## src/rtl/sb_rx_pkg.sv

```systemverilog
// rtl/sb_rx_pkg.sv - opcodes, header fields, FSM encoding and helpers for the sideband RX dispatcher
package sb_rx_pkg;

    localparam int OPC_LSB = 0;
    localparam int OPC_MSB = 4;
    localparam int CP_BIT  = 62;
    localparam int DP_BIT  = 63;

    localparam logic [4:0] OPC_MSG_NODATA  = 5'b10010;
    localparam logic [4:0] OPC_MSG_DATA64  = 5'b11011;
    localparam logic [4:0] OPC_CFG_WR64    = 5'b00101;
    localparam logic [4:0] OPC_CMPL_DATA64 = 5'b10001;

    localparam logic [2:0] ST_IDLE      = 3'd0;
    localparam logic [2:0] ST_HDR_WAIT  = 3'd1;
    localparam logic [2:0] ST_HDR_CHK   = 3'd2;
    localparam logic [2:0] ST_DATA_REQ  = 3'd3;
    localparam logic [2:0] ST_DATA_WAIT = 3'd4;
    localparam logic [2:0] ST_SEND      = 3'd5;

    // Opcodes whose header is followed by one 64-bit data flit.
    function automatic logic f_has_data(input logic [4:0] opcode);
        return (opcode == OPC_MSG_DATA64) || (opcode == OPC_CFG_WR64) ||
               (opcode == OPC_CMPL_DATA64);
    endfunction

    // Opcodes consumed by the link training state machine; all others go to RDI.
    function automatic logic f_route_ltsm(input logic [4:0] opcode);
        return (opcode == OPC_MSG_NODATA) || (opcode == OPC_MSG_DATA64);
    endfunction

    // CP covers bits 61:0, so CP equals their XOR exactly when the XOR of
    // every bit except DP is zero.
    function automatic logic f_hdr_parity_ok(input logic [63:0] hdr);
        logic [63:0] dp_mask;
        dp_mask = ~(64'd1 << DP_BIT);
        return ~(^(hdr & dp_mask));
    endfunction

endpackage

```

## src/rtl/sb_rx_msg_dispatcher.sv

```systemverilog
// rtl/sb_rx_msg_dispatcher.sv - drains the sideband RX FIFO, checks header parity and routes packets to LTSM or RDI
module sb_rx_msg_dispatcher
    import sb_rx_pkg::*;
#(
    parameter int CNT_W       = 8,
    parameter int TIMEOUT_CYC = 255
) (
    input  logic              i_clk,
    input  logic              i_rst,
    input  logic              i_enable,
    input  logic              i_fifo_empty,
    input  logic [63:0]       i_fifo_data,
    output logic              o_fifo_read_enable,
    output logic              o_ltsm_valid,
    output logic [63:0]       o_ltsm_hdr,
    output logic [63:0]       o_ltsm_data,
    output logic              o_ltsm_has_data,
    input  logic              i_ltsm_ready,
    output logic              o_rdi_valid,
    output logic [63:0]       o_rdi_hdr,
    output logic [63:0]       o_rdi_data,
    output logic              o_rdi_has_data,
    input  logic              i_rdi_ready,
    output logic              o_parity_err,
    output logic              o_timeout_err,
    output logic [CNT_W-1:0]  o_drop_count
);

    localparam int TMO_W = $clog2(TIMEOUT_CYC + 1);

    logic [2:0]       state;
    logic [63:0]      hdr_q;
    logic [63:0]      data_q;
    logic             has_data_q;
    logic             ltsm_valid_q;
    logic             rdi_valid_q;
    logic [TMO_W-1:0] tmo_cnt;
    logic [4:0]       opcode;
    logic             route_ltsm;
    logic             xfer_done;

    assign opcode     = hdr_q[OPC_MSB:OPC_LSB];
    assign route_ltsm = f_route_ltsm(opcode);
    assign xfer_done  = (ltsm_valid_q && i_ltsm_ready) || (rdi_valid_q && i_rdi_ready);

    // Both consumers see the same packet registers; only the valids differ.
    assign o_ltsm_valid    = ltsm_valid_q;
    assign o_ltsm_hdr      = hdr_q;
    assign o_ltsm_data     = data_q;
    assign o_ltsm_has_data = has_data_q;
    assign o_rdi_valid     = rdi_valid_q;
    assign o_rdi_hdr       = hdr_q;
    assign o_rdi_data      = data_q;
    assign o_rdi_has_data  = has_data_q;

    // Pop is decoded from the current state so the FIFO's registered read data
    // lands in the very next (wait) state. The states following a pop never
    // look at the empty flag, which hides its one-cycle lag.
    always_comb begin
        o_fifo_read_enable = 1'b0;
        if (!i_rst) begin
            if (state == ST_IDLE) begin
                o_fifo_read_enable = i_enable && !i_fifo_empty;
            end else if (state == ST_DATA_REQ) begin
                o_fifo_read_enable = !i_fifo_empty;
            end
        end
    end

    // Packet assembly FSM, timeout counter, error pulses and drop counter.
    always_ff @(posedge i_clk) begin
        if (i_rst) begin
            state         <= ST_IDLE;
            hdr_q         <= '0;
            data_q        <= '0;
            has_data_q    <= 1'b0;
            ltsm_valid_q  <= 1'b0;
            rdi_valid_q   <= 1'b0;
            tmo_cnt       <= '0;
            o_parity_err  <= 1'b0;
            o_timeout_err <= 1'b0;
            o_drop_count  <= '0;
        end else begin
            o_parity_err  <= 1'b0;
            o_timeout_err <= 1'b0;
            case (state)
                ST_IDLE: begin
                    if (o_fifo_read_enable) begin
                        state <= ST_HDR_WAIT;
                    end
                end
                ST_HDR_WAIT: begin
                    hdr_q <= i_fifo_data;
                    state <= ST_HDR_CHK;
                end
                ST_HDR_CHK: begin
                    if (!f_hdr_parity_ok(hdr_q)) begin
                        o_parity_err <= 1'b1;
                        if (o_drop_count != '1) begin
                            o_drop_count <= o_drop_count + CNT_W'(1);
                        end
                        state <= ST_IDLE;
                    end else if (f_has_data(opcode)) begin
                        tmo_cnt <= '0;
                        state   <= ST_DATA_REQ;
                    end else begin
                        data_q       <= '0;
                        has_data_q   <= 1'b0;
                        ltsm_valid_q <= route_ltsm;
                        rdi_valid_q  <= !route_ltsm;
                        state        <= ST_SEND;
                    end
                end
                ST_DATA_REQ: begin
                    if (!i_fifo_empty) begin
                        state <= ST_DATA_WAIT;
                    end else if (tmo_cnt == TMO_W'(TIMEOUT_CYC - 1)) begin
                        o_timeout_err <= 1'b1;
                        if (o_drop_count != '1) begin
                            o_drop_count <= o_drop_count + CNT_W'(1);
                        end
                        state <= ST_IDLE;
                    end else begin
                        tmo_cnt <= tmo_cnt + TMO_W'(1);
                    end
                end
                ST_DATA_WAIT: begin
                    data_q       <= i_fifo_data;
                    has_data_q   <= 1'b1;
                    ltsm_valid_q <= route_ltsm;
                    rdi_valid_q  <= !route_ltsm;
                    state        <= ST_SEND;
                end
                ST_SEND: begin
                    if (xfer_done) begin
                        ltsm_valid_q <= 1'b0;
                        rdi_valid_q  <= 1'b0;
                        state        <= ST_IDLE;
                    end
                end
                default: state <= ST_IDLE;
            endcase
        end
    end

endmodule

```

## config.mk

```make
export PLATFORM = sky130hd
export DESIGN_NAME = sb_rx_msg_dispatcher
export DESIGN_NICKNAME = d
export VERILOG_FILES = /design/src/rtl/sb_rx_pkg.sv /design/src/rtl/sb_rx_msg_dispatcher.sv
export SDC_FILE = /design/constraint.sdc
export NUM_CORES = 1
export LEC_CHECK = 0
export ABC_AREA = 1
export CAP_MARGIN = 20
export CORE_MARGIN = 4
export CORE_UTILIZATION = 25
export DETAILED_ROUTE_END_ITERATION = 7
export DONT_BUFFER_PORTS = 1
export PLACE_DENSITY = 0.49
export SLEW_MARGIN = 20
export SYNTH_ARGS = -nofsm -noshare
export SYNTH_HDL_FRONTEND = slang
export SYNTH_SLANG_ARGS = --single-unit
```

## constraint.sdc

```tcl
create_clock -name i_clk -period 4.2 [get_ports i_clk]
set_clock_uncertainty 0.15 [all_clocks]
set_input_delay 0.84 -clock i_clk [delete_from_list [all_inputs] [get_ports i_clk]]
set_output_delay 0.84 -clock i_clk [all_outputs]
set_load 0.02 [all_outputs]
```

==> flow_summary.rst <==
.. list-table::
   :header-rows: 1

   * - Metric
     - Value
   * - Cell Area, Synth
     - 8750 sq um
   * - Count of buffering cells on the critical path with inverters included
     - 5
   * - Crit path launch
     - o_ltsm_hdr[3]
   * - Result of the run
     - finished clean
   * - Crit-path cells
     - inv_1 -> ha_1 -> inv_1 -> nand2_1 -> nand2_1 -> nand2_1 -> nand2_1 -> nand2_1 -> nand2_1 -> nand2_1 -> nand2_2 -> inv_2 -> nand2_1 -> nand2_1 -> nand2_4 -> nand3_4 -> buf_4 -> nand3_1 -> o21ai_0 -> inv_1
   * - Count of vias placed by the detailed router
     - 7034
   * - Top delay family on crit path
     - buffers and inverters
   * - Setup crit end
     - state[2]
   * - Fillers
     - 3856
   * - Post-synthesis sequential element count
     - 152
   * - Cells after synthesis
     - 1251
   * - Post-Place Worst Slack
     - 0.722 ns
   * - Final Core Density
     - 0.254
   * - CTS tree
     - done
   * - Worst reg2reg path startpoint
     - o_ltsm_hdr[3]
   * - Most used flip-flop cell after synthesis
     - sky130_fd_sc_hd__dfxtp_1
   * - Number of global-route vias before repair
     - 6654
   * - Row cnt
     - 68
   * - Number of flops mapped to enable cells by yosys
     - 0
   * - Minimum clock period
     - 3.45 ns
   * - Routed length per instance
     - 16.1 um
   * - Critical Path Slowest Stage Cell
     - sky130_fd_sc_hd__buf_4
   * - Final setup TNS
     - 0 ns
   * - Leak pwr
     - 3.44 nW
   * - Post-synth ARST share
     - 0
   * - Diodes inserted
     - 0
   * - Final Instance Count excl. Fillers
     - 1570
   * - Die extent in y
     - 195 um
   * - Worst setup slack for register-to-register paths
     - 0.75 ns
   * - Setup WS post-layout
     - 0.746 ns
   * - Placed Instances
     - 1538
   * - Number of design rule violations left after detail routing
     - 0
   * - Clock tree root driver cell
     - sky130_fd_sc_hd__clkbuf_16
   * - Required time worst endpoint
     - 4.37 ns
   * - Distinct cells, synth
     - 35
   * - Setup repair after global routing missed its margin
     - no
   * - Actual transition at the worst max-transition pin
     - 1.03 ns
   * - Number of slew-limit violations in the final report
     - 0
   * - Initial cell density of the core
     - 0.253
   * - Critical path class
     - reg -> reg
   * - Delay of the slowest cell on the worst path
     - 0.78 ns
   * - Die boundary width
     - 195 um
   * - Total stage count of the critical path
     - 20
   * - Count of pins on the block boundary
     - 341
   * - Placed Instance Area
     - 8170 sq um
   * - Overall Global Routing Usage
     - 0.130
   * - Maximum number of buffers from clock root to sink
     - 2
   * - Tcrit/Tclk final
     - 0.822
   * - Number of hold violations in the final report
     - 0
   * - Initial antenna violation count
     - 0
   * - Number of vias per cell
     - 4.48
   * - Endpoint of the lowest-slack register-to-register path
     - state[2]
   * - Worst hold margin
     - 0.333 ns
   * - Weighted congestion reported at the end of routability-driven placement
     - 0.780
   * - Overall power after layout
     - 7.75 mW
   * - CP Data Arrival Time
     - 3.63 ns
   * - H-Tree Depth
     - 4
   * - Hold-fix buffers, CTS
     - 0
   * - Element type at the critical path end
     - flop
   * - Final non-filler cell area
     - 8770 sq um
   * - Remaining Overflow, GRT
     - 0
   * - Sequential fraction of the synthesis area
     - 0.348
   * - Reg2Reg Depth
     - 20
   * - First-pass detailed-route iteration total
     - 4
   * - Wire length of the first global-routing pass
     - 39300 um
   * - Cell with the most instances on the worst path
     - sky130_fd_sc_hd__nand2_1
   * - Post-CTS Setup Repair Bufs
     - 0
   * - Syn_area_per_cell
     - 6.99 sq um
   * - Post_cts resized
     - 0
   * - Largest net degree at the start of global routing
     - 78
   * - HPWL reported at the end of detailed placement
     - 18000 um
   * - Max Cap Viol
     - 0
   * - FMAX
     - 0.290 GHz
   * - Maximum fanout along the worst path
     - 66
   * - Total nets after synthesis
     - 1330
   * - Worst setup SP type
     - flop
   * - Relative slew slack
     - 0.313
   * - Fraction of final layout cells sized beyond drive strength 1
     - 0.139
   * - Clock insertion delay at the later pin of the skew report
     - 0.43 ns
   * - Setup-violating endpoint count in the final report
     - 0
   * - Synthesis-to-finish area growth
     - 0.272%
   * - Total power per unit cell area
     - 884 nW/um^2
   * - Iter 0 DRT Violations
     - 247
   * - Number of buffers created by CTS
     - 17
   * - Final routed wirelength across all metal layers
     - 25300 um
   * - Net total in the final layout
     - 1181
   * - Clock input transition at the sequential cells of the worst setup and hold paths
     - 0.07 ns
   * - Warnings from Yosys
     - 0
   * - Maximum vdd drop
     - 352 uV
   * - Number of buffers inserted by port buffering
     - 0
   * - Die area
     - 38100 sq um
   * - Core outline area
     - 34500 sq um
   * - Worst hold path class
     - in -> reg
   * - Detail Route Antenna Nets
     - 0
   * - Clock sink count
     - 152
==> Yosys cell counts (2+ instances only) <==
cell | count | area, sq um
sky130_fd_sc_hd__nand2_1 | 406 | 1520
sky130_fd_sc_hd__dfxtp_1 | 152 | 3040
sky130_fd_sc_hd__buf_4 | 130 | 976
sky130_fd_sc_hd__a21oi_1 | 96 | 480
sky130_fd_sc_hd__inv_1 | 92 | 345
sky130_fd_sc_hd__o21ai_0 | 64 | 320
sky130_fd_sc_hd__nor2_1 | 61 | 229
sky130_fd_sc_hd__nand3_1 | 56 | 280
sky130_fd_sc_hd__nand3_2 | 43 | 430
sky130_fd_sc_hd__a21oi_2 | 40 | 350
sky130_fd_sc_hd__clkbuf_1 | 37 | 139
sky130_fd_sc_hd__inv_2 | 10 | 37.5
sky130_fd_sc_hd__ha_1 | 9 | 113
sky130_fd_sc_hd__buf_2 | 7 | 35.0
sky130_fd_sc_hd__nand4_1 | 6 | 37.5
sky130_fd_sc_hd__buf_12 | 5 | 100
sky130_fd_sc_hd__xnor2_1 | 5 | 43.8
sky130_fd_sc_hd__xor2_1 | 5 | 43.8
sky130_fd_sc_hd__nand2_2 | 4 | 25.0
sky130_fd_sc_hd__nand2_4 | 3 | 33.8
sky130_fd_sc_hd__nor3_1 | 3 | 15.0
sky130_fd_sc_hd__nor2_2 | 2 | 12.5
sky130_fd_sc_hd__o21ai_1 | 2 | 10.0
sky130_fd_sc_hd__or2_2 | 2 | 12.5
==> worst min-delay path by stage <==
stage / start / end / slack (ns) / depth (start not counted)
floorplan: tmo_cnt[4] / tmo_cnt[4] / 0.32 / 2
global placement: tmo_cnt[7] / tmo_cnt[7] / 0.33 / 2
detailed placement: tmo_cnt[7] / tmo_cnt[7] / 0.33 / 2
CTS: i_rst / o_ltsm_data[33] / 0.29 / 1
global route: i_rst / o_ltsm_has_data / 0.29 / 1
finish: i_rst / o_ltsm_has_data / 0.33 / 1
==> cell families after synthesis <==
group,share of synthesized area
AO/OA/AOI/OAI,0.136
XOR/XNOR,0.0100
adder cells (fa/ha/maj),0.0129
buffers and inverters,0.189
flip-flops,0.348
AND/OR/NAND/NOR,0.304
==> registers in the layout, summed over array words and instances (netlist names) <==
signal	cells
o_drop_count	8
o_ltsm_data	64
o_ltsm_has_data	1
o_ltsm_hdr	64
o_ltsm_valid	1
o_parity_err	1
o_rdi_valid	1
o_timeout_err	1
state	3
tmo_cnt	8
==> cells in the final DEF, fill, tap and decap left out, types with 2 or more instances in the layout <==
cell type                    count
sky130_fd_sc_hd__bufinv_16       3
sky130_fd_sc_hd__clkbuf_16      17
sky130_fd_sc_hd__xor2_1          5
sky130_fd_sc_hd__nand3_1        56
sky130_fd_sc_hd__inv_2          11
sky130_fd_sc_hd__nor2_2          2
sky130_fd_sc_hd__nor2_1         60
sky130_fd_sc_hd__o21ai_0        64
sky130_fd_sc_hd__nor2_4          2
sky130_fd_sc_hd__clkinvlp_4      3
sky130_fd_sc_hd__dfxtp_1       152
sky130_fd_sc_hd__or2_2           2
sky130_fd_sc_hd__nand2_1       406
sky130_fd_sc_hd__nand4_1         6
sky130_fd_sc_hd__buf_4          12
sky130_fd_sc_hd__xnor2_1         5
sky130_fd_sc_hd__o21ai_1         2
sky130_fd_sc_hd__nand2_4         3
sky130_fd_sc_hd__nand2_2         4
sky130_fd_sc_hd__inv_1          89
sky130_fd_sc_hd__clkbuf_1        3
sky130_fd_sc_hd__ha_1            9
sky130_fd_sc_hd__nor3_1          3
sky130_fd_sc_hd__clkinv_4        3
sky130_fd_sc_hd__a21oi_2        40
sky130_fd_sc_hd__nand3_2        43
sky130_fd_sc_hd__a21oi_1        96
sky130_fd_sc_hd__clkinv_2        4
==> layout make-up <==
type                       count  area (sq um)  area share
clock buffer                  21           450      0.0513
clock inverter                11           149      0.0170
inverter                     103           389      0.0444
multi-input combinational    815          4060       0.463
tap                          455           569      0.0649
sequential                   152          3040       0.347
timing repair buffer          13           110      0.0126
==> routing by layer <==
layer  vias up  GRT usage  share of wire
li1       3539          -              -
met3        19     0.0476          0.070
met4         0     0.0334          0.012
met1      3256      0.148           0.42
met2       220      0.232           0.50
met5         -          0              0
==> where the power goes <==
| part | leakage, nW | switching (mW) | internal, mW |
|---|---|---|---|
| Combinational | 1.92 | 2.12 | 0.965 |
| Sequential | 1.23 | 1.27 | 1.80 |
| Clock | 0.283 | 0.648 | 0.952 |
(Power assumes the default switching activity.)
